===== config.mk =====
export PLATFORM = sky130hd
export DESIGN_NAME = step_pulse_generator
export DESIGN_NICKNAME = d
export VERILOG_FILES = /design/src/rtl/step_pulse_generator.sv
export SDC_FILE = /design/constraint.sdc
export NUM_CORES = 1
export LEC_CHECK = 0
export CAP_MARGIN = 20
export CORE_ASPECT_RATIO = 1.25
export CORE_UTILIZATION = 45
export DETAILED_ROUTE_END_ITERATION = 6
export RECOVER_POWER = 100
export SYNTH_ARGS = -nofsm -noshare
export SYNTH_HDL_FRONTEND = slang
export SYNTH_SLANG_ARGS = --single-unit
export TNS_END_PERCENT = 20

===== constraint.sdc =====
create_clock -name clock -period 2 [get_ports clock]
set_input_delay 0.4 -clock clock [delete_from_list [all_inputs] [get_ports clock]]
set_output_delay 0.4 -clock clock [all_outputs]
set_load 0.005 [all_outputs]

===== src/rtl/step_pulse_generator.sv =====
// Turns a bouncy pushbutton and an optional periodic timer into single-cycle step strobes.
// The button is synchronized, debounced by a 4-state FSM, and OR-ed with the auto-step tick.
module step_pulse_generator #(
  parameter int unsigned SYNC_STAGES     = 2,
  parameter int unsigned DEBOUNCE_CYCLES = 1000,
  parameter int unsigned TICK_DIVISOR    = 100000000
) (
  input  logic clock,
  input  logic reset,
  input  logic button,
  input  logic auto_mode,
  output logic enable,
  output logic pressed
);

  localparam int unsigned CntW  = $clog2(DEBOUNCE_CYCLES);
  localparam int unsigned TickW = $clog2(TICK_DIVISOR);

  localparam logic [CntW-1:0]  CntMax  = CntW'(DEBOUNCE_CYCLES - 1);
  localparam logic [TickW-1:0] TickMax = TickW'(TICK_DIVISOR - 1);

  typedef enum logic [1:0] {
    StIdleLow  = 2'd0,
    StWaitHigh = 2'd1,
    StIdleHigh = 2'd2,
    StWaitLow  = 2'd3
  } state_e;

  // Button synchronizer; only the last stage is ever looked at.
  logic [SYNC_STAGES-1:0] sync_q;
  logic                   s;

  always_ff @(posedge clock or negedge reset) begin
    if (!reset) begin
      sync_q <= '0;
    end else begin
      sync_q <= {sync_q[SYNC_STAGES-2:0], button};
    end
  end

  assign s = sync_q[SYNC_STAGES-1];

  // Debounce FSM
  state_e          state_q, state_d;
  logic [CntW-1:0] cnt_q, cnt_d;
  logic            press_pulse;
  logic            pressed_q, pressed_d;

  always_comb begin
    state_d     = state_q;
    cnt_d       = cnt_q;
    press_pulse = 1'b0;
    case (state_q)
      StIdleLow: begin
        if (s) begin
          state_d = StWaitHigh;
          cnt_d   = CntW'(1);
        end else begin
          cnt_d = '0;
        end
      end
      StWaitHigh: begin
        if (!s) begin
          state_d = StIdleLow;
          cnt_d   = '0;
        end else if (cnt_q == CntMax) begin
          state_d     = StIdleHigh;
          cnt_d       = '0;
          press_pulse = 1'b1;
        end else begin
          cnt_d = cnt_q + CntW'(1);
        end
      end
      StIdleHigh: begin
        if (!s) begin
          state_d = StWaitLow;
          cnt_d   = CntW'(1);
        end else begin
          cnt_d = '0;
        end
      end
      StWaitLow: begin
        // Releases settle the level only; they never produce a step.
        if (s) begin
          state_d = StIdleHigh;
          cnt_d   = '0;
        end else if (cnt_q == CntMax) begin
          state_d = StIdleLow;
          cnt_d   = '0;
        end else begin
          cnt_d = cnt_q + CntW'(1);
        end
      end
      default: begin
        state_d = StIdleLow;
        cnt_d   = '0;
      end
    endcase
  end

  assign pressed_d = (state_d == StIdleHigh) || (state_d == StWaitLow);

  always_ff @(posedge clock or negedge reset) begin
    if (!reset) begin
      state_q   <= StIdleLow;
      cnt_q     <= '0;
      pressed_q <= 1'b0;
    end else begin
      state_q   <= state_d;
      cnt_q     <= cnt_d;
      pressed_q <= pressed_d;
    end
  end

  // Auto-step tick; free-running and independent of button activity.
  logic [TickW-1:0] tcnt_q, tcnt_d;
  logic             tick_pulse;

  always_comb begin
    tick_pulse = 1'b0;
    tcnt_d     = '0;
    if (auto_mode) begin
      if (tcnt_q == TickMax) begin
        tick_pulse = 1'b1;
      end else begin
        tcnt_d = tcnt_q + TickW'(1);
      end
    end
  end

  logic enable_q, enable_d;

  // Coincident press and tick merge into one strobe.
  assign enable_d = press_pulse | tick_pulse;

  always_ff @(posedge clock or negedge reset) begin
    if (!reset) begin
      tcnt_q   <= '0;
      enable_q <= 1'b0;
    end else begin
      tcnt_q   <= tcnt_d;
      enable_q <= enable_d;
    end
  end

  assign enable  = enable_q;
  assign pressed = pressed_q;

endmodule

**Word level (Yosys, flattened, before mapping)**

Cells that the tools add are included.

- $add $sub $neg: 2
- Equal/unequal tests: 7
- Multiplexer cells: 20
- Bitwise logic cells: 1
- Reductions and logical operators: 2

Operators with widths:

| cell | count |
|---|---|
| 27-bit two-way mux | 2 |
| 10-bit case mux with 4 select lines | 1 |
| 10-bit two-way mux | 3 |
| 27-bit by 1-bit adder with 27-bit output (second input constant) | 1 |
| 27-bit == test (second input constant) | 1 |
| 2-bit two-way mux | 6 |
| 10-bit by 1-bit adder with 10-bit output (second input constant) | 1 |
| 10-bit == test (second input constant) | 1 |
| 2-bit == test (second input constant) | 4 |
| 2-bit case mux with 4 select lines | 1 |
| 1-bit two-way mux | 7 |
| 2-bit by 1-bit == test with 1-bit output (second input constant) | 1 |
| 2-bit logical NOT | 1 |
| 1-bit logical OR | 1 |
| 1-bit bitwise OR | 1 |

- Bits in registers: 43
- Input port bits: 4
- Output and inout port bits: 2
- Logic and storage cells: 38

**Logic depth before layout (Yosys ltp)**

- Depth after elaboration: 6
- Mapped depth: 6
- Depth with buffers taken out: 5

**Least setup slack after synthesis**

OpenSTA, ideal clock, no wires.

- Path type: flip-flop to flip-flop
- From: reg cnt_q[0]
- To: reg pressed_q, in the netlist pressed
- Library setup time: 125 ps
- Arrival: 1611 ps
- Required time: 1875 ps
- Slack: 264 ps
- Cell stages (with the launch flop): 6
- Buffers on the path: 0
- Period minus slack after synthesis: 1736 ps
- Cell sequence: dfrtp_1 ha_1 nand2_1 or4_1 nor2_2 mux2_2

- Longest elaborated chain between the ends: 6
- Elaborated cells on any way between the ends: 9
- Classes of those cells: eq/ne (3); mux (5); reduce/logical (1)

Ends and longest elaborated chain:

| element | line | text |
|---|---|---|
| start, declared | 45 | `logic [CntW-1:0] cnt_q, cnt_d;` |
| start signal, assigned | 110 | `cnt_q <= cnt_d;` |
| 10-bit == test * | 66, 87 |  |
| 2-bit two-way mux, on equally long branches | 87, 66 |  |
| 2-bit two-way mux, on equally long branches | 84, 63 |  |
| 2-bit case mux with 4 select lines * | 53 | `case (state_q)` |
| 2-bit == test | 101 | `assign pressed_d = (state_d == StIdleHigh) \|\| (state_d == StWaitLow);` |
| 1-bit logical OR * | 101 |  |
| named net pressed_d | 47 | `logic pressed_q, pressed_d;` |
| end signal, assigned | 111 | `pressed_q <= pressed_d;` |
| end, declared | 47 |  |

Mark *: on every way through the listed nets, which the timed path passes. The rest lies on a longest branch.

**Worst setup path in the final report**

Same ends and word-level chain as after synthesis.

==> qor.yml <==
timing:
  finalClockSkew_ns: 0.00943
  finalSetupViolations: 0
  rsz0062_at_grt: "false"
  period_share_pct: 95.2
  setup_tns_ns: 0
  tightest_slew_ns: 1.01
  max_freq_mhz: 525
  hold_viol: 0
  slew_violations: 0
  setup_slack_ns: 0.0954
  holdWs_ns: 0.355
  layout_min_cycle_time_ns: 1.90
  slew_headroom_pct: 32.4
power:
  power.leakage_nw: 0.943
  p_per_area_nw_per_um2: 631
  ir_drop_mv: 0.407
global_route:
  grt_pass1_vias: 1702
  grt_usage_pct: 18.8
  grt_pass1_wl_um: 7470
  antenna_found_initial: 0
  grt_max_degree: 43
  grt_overflow_total: 0
critical_path:
  crit_buf_inv: 0
  start_kind: "flop"
  critPathKind: "reg -> reg"
  critPathCaptureType: "flop"
  cp.arrival_ns: 2.08
  critPathMaxStageDelay_ns: 0.56
  cp_top_family: "simple AND/OR/NAND/NOR gates"
  path_cells: "ha_1 > nand2_1 > or4_1 > nor2_2 > mux2_2"
  critPathSlowestCell: "or4_1"
  path_max_fanout: 4
  crit_required_ns: 2.17
finish:
  final_common_cell: "dfrtp_1"
  layout-drive-gt1-share_pct: 10.8
  syn_to_final_growth_pct: 9.88
  final_cell_mix: "dfrtp_1, nor2_1, a21oi_1"
  fin_util_pct: 52.7
  antenna_cells: 0
  final_nets: 236
floorplanning:
  die_y_um: 79.3
  die_area_um2: 5070
  die_x_um: 63.9
  initial_core_util_pct: 47.9
  rows: 27
  core_area_um2: 4490
  pin_count: 6
route:
  vias_per_cell: 5.82
  drc: 0
  vias: 1681
  wl_um: 4130
  postRouteAntennaNets: 0
  wire_per_inst_um: 14.3
  drt_iter0_markers: 63
  drtPass1Iterations: 5
logic_synthesis:
  synthCells: 217
  synth_top_area_cell: "dfrtp_1"
  synth_cell_type_count: 38
  synth_top_area_share_pct: 48.8
  ys_ff_latch: 42
  synthesis.nets: 223
  mappedNetlistArea_um2: 2150
  ys_warn_count: 0
  synth_area_leaders: "dfrtp_1, nor2_1, o31ai_1"
  yosysSeqAreaShare_pct: 48.8
  avgSynthCellArea_um2: 9.92
clock_network:
  cts_resized: 0
  cts_hold_buf: 0
  post_cts_buffers: 0
  cts_buffer_depth: 2
  clock-root-buffer: "clkbuf_8"
  clock_latency_ns: 0.29
  cts_tree: "yes"
  clock-sinks: 42
  h-tree-depth: 2
  cts_buffers: 5
  clkTransAtPathRegs_ns: 0.08
hold_path:
  hold_class: "in -> async"
placed_design:
  place_hpwl_um: 2990
  portBuffers: 5
  gp_congestion: 0.779
  place_ws_ns: 0.106
run_status:
  status: "finished, final reports clean"
run:
  drv_cap: 0
[logic make-up (layout without fill, tap and decap cells)]
family | count (synthesis) | count (layout) | share of synthesized area, %
simple gates | 105 | 105 | 28.9
flops | 42 | 42 | 48.8
compound gates | 36 | 36 | 10.5
xor+xnor | 17 | 17 | 6.91
buf+inv | 14 | 28 | 3.25
fa+ha+maj | 2 | 2 | 1.16
mux | 1 | 1 | 0.523
[routing by layer]
metal  vias up  share of wire (%)  track usage [%]
li1        816                  -                -
met3         6                2.8             3.45
met5         -                  0                0
met1       831                 46             22.4
met4         0                1.2             5.91
met2        28                 50             33.7
[path summary, 6_finish.rpt]
kind                                start  depth (start not counted)  slack (ns)    endpoint
worst max-delay path             cnt_q[0]                          5         0.1     pressed
worst min-delay path                reset                          2        0.35  tcnt_q[21]
worst max register to register   cnt_q[0]                          5         0.1     pressed
worst min register to register  sync_q[0]                          0        0.35   sync_q[1]
max in group asynchronous           reset                          2        1.02      enable
min in group clock              sync_q[0]                          0        0.36   sync_q[1]
[flip-flops by register name (all words and copies together), names as in the netlist]
signal and count:
enable 1, tcnt_q 27, pressed 1, state_q 1, cnt_q 10, sync_q 2
[Yosys cell counts]
master / number
nand3_1: 14
a21oi_2: 1
inv_1: 6
xor2_1: 8
o22ai_1: 1
nand2b_1: 2
mux2_2: 1
or2_0: 1
nand3b_1: 1
and4_1: 2
nor4_1: 2
buf_2: 5
buf_4: 1
nand4_1: 7
or4_4: 1
nand3_2: 2
nor2_2: 1
ha_1: 2
and3_1: 6
nand4_4: 2
clkbuf_1: 1
o31ai_2: 1
nor4b_2: 1
or4_1: 11
or3_1: 5
and4_4: 1
nand2_1: 15
nor2_1: 22
buf_6: 1
o21ai_0: 5
a21oi_1: 16
nor3_1: 6
nor4b_1: 2
nor3b_1: 1
dfrtp_1: 42
a32o_1: 1
xnor2_1: 9
o31ai_1: 11
[final cells by class]
cell class | instances | area (µm²)
clock buffers | 7 | 86.3
clock inverters | 1 | 5.00
fillers | 411 | 2130
inverters | 6 | 22.5
multi-input cells | 161 | 1030
flip-flops and latches | 42 | 1050
well taps | 58 | 72.6
repair buffers | 14 | 100
[through the flow]
step | total power (W) | instance area, µm² | instances
floorplan | 0.000909 | 2150 | 217
global placement | 0.000944 | 2290 | 281
detailed placement | 0.000946 | 2290 | 281
CTS | 0.00151 | 2380 | 289
global route | 0.00155 | 2370 | 289
finish | 0.00149 | 2370 | 289
[report_power, final]
group	internal (W)	switching, W
combinational	0.0000177	0.0000388
sequential	0.000859	0.0000100
clock	0.000279	0.000287
total	0.00116	0.000336
(Power assumes the default switching activity.)
==> edit (same flow settings) <==
Re-encode `state_e` (4 states) as one-hot, 4 bits wide.
--- a/src/rtl/step_pulse_generator.sv
+++ b/src/rtl/step_pulse_generator.sv
@@ -19,11 +19,11 @@
   localparam logic [CntW-1:0]  CntMax  = CntW'(DEBOUNCE_CYCLES - 1);
   localparam logic [TickW-1:0] TickMax = TickW'(TICK_DIVISOR - 1);
 
-  typedef enum logic [1:0] {
-    StIdleLow  = 2'd0,
-    StWaitHigh = 2'd1,
-    StIdleHigh = 2'd2,
-    StWaitLow  = 2'd3
+  typedef enum logic [3:0] {
+    StIdleLow  = 4'b0001,
+    StWaitHigh = 4'b0010,
+    StIdleHigh = 4'b0100,
+    StWaitLow  = 4'b1000
   } state_e;
 
   // Button synchronizer; only the last stage is ever looked at.
Check against the original RTL: no difference found for any inputs over 10 cycles, from zero or initial values and one cycle with reset low; not proved beyond that.
==> edit against the original RTL <==
  * Routed wire length is 7.8% higher
  * Setup slack worse by 0.028 ns
  * Maximum frequency is 1.5% lower
  * Total power is 9.0% higher
  * Sequential cell count is 3 higher
  * Area after synthesis is 7.0% higher
  * Clock skew is 0.0038 ns higher
  * Design area is 9.0% higher
  * Worst hold slack worse by 0.17 ns
  * Utilization is 0.71 points higher
  * Global-route usage is 0.41 points higher
  * Critical endpoint is now tcnt_q[25]
  * Largest power group unchanged
==> edit: results (changes against the original RTL) <==
Synthesis
  – Register area share after synthesis: 48.9% (+0.13 points)
  – Synth area leaders: dfrtp_1, xnor2_1, nor2_1
  – Synth unique cells: 42 (+11%)
  – FFs w/ async S/R, synth: 100% (unchanged)
  – Compound-Gate Fraction of Synth Area: 11.4% (+0.89 points)
  – Syn Area/Cell: 9.60 sq um (-3.3%)
  – Post-synthesis mux area share: 0% (-0.52 points)
  – Synth cell count leaders: dfrtp_1, nor2_1, a21oi_1, nand2_1, xnor2_1
  – Warnings from Yosys: 0 (unchanged)
  – Mapped Nets: 246 (+10%)
  – XOR/XNOR share of the synthesized area: 7.22% (+0.31 points)
  – Synth Area in Adders: 1.09% (-0.076 points)

Critical path
  – Crit-path leading delay family: simple AND/OR/NAND/NOR gates
  – Crit-path max FO: 13 (+9)
  – R2R setup slack: 0.07 ns (-0.03 ns)
  – Slowest-stage cell, CP: or4_4
  – Worst EP arrival: 2.16 ns (+0.08 ns)
  – CP peak stage delay: 0.65 ns (+0.09 ns)

Clock tree
  – CTS Root Cell: clkbuf_8
  – CTS clk-pin slew, worst paths: 0.10 ns (+0.02 ns)
  – H-tree level count: 2 (unchanged)
  – Clock Latency Late Sink: 0.31 ns (+0.02 ns)
  – Max clock buf depth: 2 (unchanged)
  – TritonCTS buffer count: 5 (unchanged)

Power and ir drop
  – Static Leak: 0.989 nW (+4.9%)
  – Internal: 0.00122 W (+5.2%)
  – Peak VDD IR: 0.000441 V (+8.5%)

Detailed routing
  – Pre-antenna DRT Iters: 4 (-1)
  – 1st-iter DRT viols: 75 (+19%)
  – Final wirelength: 4.45 mm (+7.8%)
  – DR vias/cell: 5.48 (-5.8%)

Min path
  – Hold Crit Class: in -> async

Status
  – Run status: finished clean

Placed design
  – Dpl cell area: 0.00247 sq mm (+7.6%)
  – Placed Cells: 309 (+10%)
  – IO Port Bufs: 5 (unchanged)
  – Detailed Place HPWL: 3.28 mm (+9.7%)
  – Final RePlAce weighted congestion: 0.805 (+3.3%)

Timing
  – Final Hold Fails: 0 (unchanged)
  – Max_slew headroom: 40.3% (+7.9 points)
  – Hold Slack: 0.185 ns (-0.170 ns)
  – Clock Skews: 0.0132 ns (+0.00380 ns)

Global routing
  – GRT Total Usage: 19.2% (+0.41 points)
  – Initial antenna violation count: 0 (unchanged)
  – Largest net degree at the start of global routing: 19 (-56%)
  – First-pass GRT wire length: 7.76 mm (+3.9%)

Finish
  – Layout cell share with drive strength beyond 1: 14.0% (+3.1 points)
  – Antenna diodes: 0 (unchanged)
  – Biggest regs: tcnt_q x27, cnt_q x10, state_q x4
  – Fin nets: 263 (+11%)
  – Layout fillers: 461 (+12%)
  – Post-route insts no fill: 318 (+10%)
  – Register area: 0.00113 sq mm (+7.6%)
-- edit: timing repair --
action	4_1_cts	5_1_grt
buffers inserted	0	1
gates resized for setup	0	9
endpoints found under the setup margin	0	14
-- edit: final timing paths --
check	to	cells past startpoint	start
max in group asynchronous	tcnt_q[6]	2	reset
worst min-delay path	cnt_q[9]	1	reset
worst max-delay path	tcnt_q[25]	4	tcnt_q[2]
min in group clock	sync_q[1]	0	sync_q[0]
worst min register to register	sync_q[1]	0	sync_q[0]
worst max register to register	tcnt_q[25]	4	tcnt_q[2]
-- edit: per-stage QoR --
| step | worst slack, ns | total power, W |
|---|---|---|
| 2_1_floorplan | 0.0910 | 0.00102 |
| 3_5_place_dp | 0.0445 | 0.00107 |
| 6_report | 0.0673 | 0.00163 |
| 5_1_grt | -0.0101 | 0.00171 |
| 4_1_cts | 0.0105 | 0.00165 |
| 3_3_place_gp | 0.0676 | 0.00107 |
-- edit: final cells by class --
cell class                      instances  share of cell area, %
Tap cell                               60                   2.91
Inverter                               10                   1.45
Clock inverter                          3                  0.824
Clock buffer                            5                   2.67
Sequential cell                        45                   43.8
Multi-Input combinational cell        177                   43.1
Timing Repair Buffer                   18                   5.19
-- edit: power groups by stage --
stage | logic [W] | registers [W] | clock network (W)
6_report | 0.0000873 | 0.000962 | 0.000577
3_5_place_dp | 0.0000898 | 0.000979 | 0
2_1_floorplan | 0.0000652 | 0.000959 | 0
5_1_grt | 0.000101 | 0.000966 | 0.000643
4_1_cts | 0.0000898 | 0.000961 | 0.000604
3_3_place_gp | 0.0000879 | 0.000978 | 0
-- edit: per-layer routing --
metal | up-vias | track usage, % | wire length [microns]
met4 | 0 | 7.02 | 67
met5 | - | 0 | 0
met3 | 8 | 3.75 | 84
li1 | 889 | - | -
met2 | 13 | 33.1 | 2240
met1 | 832 | 23.6 | 2060
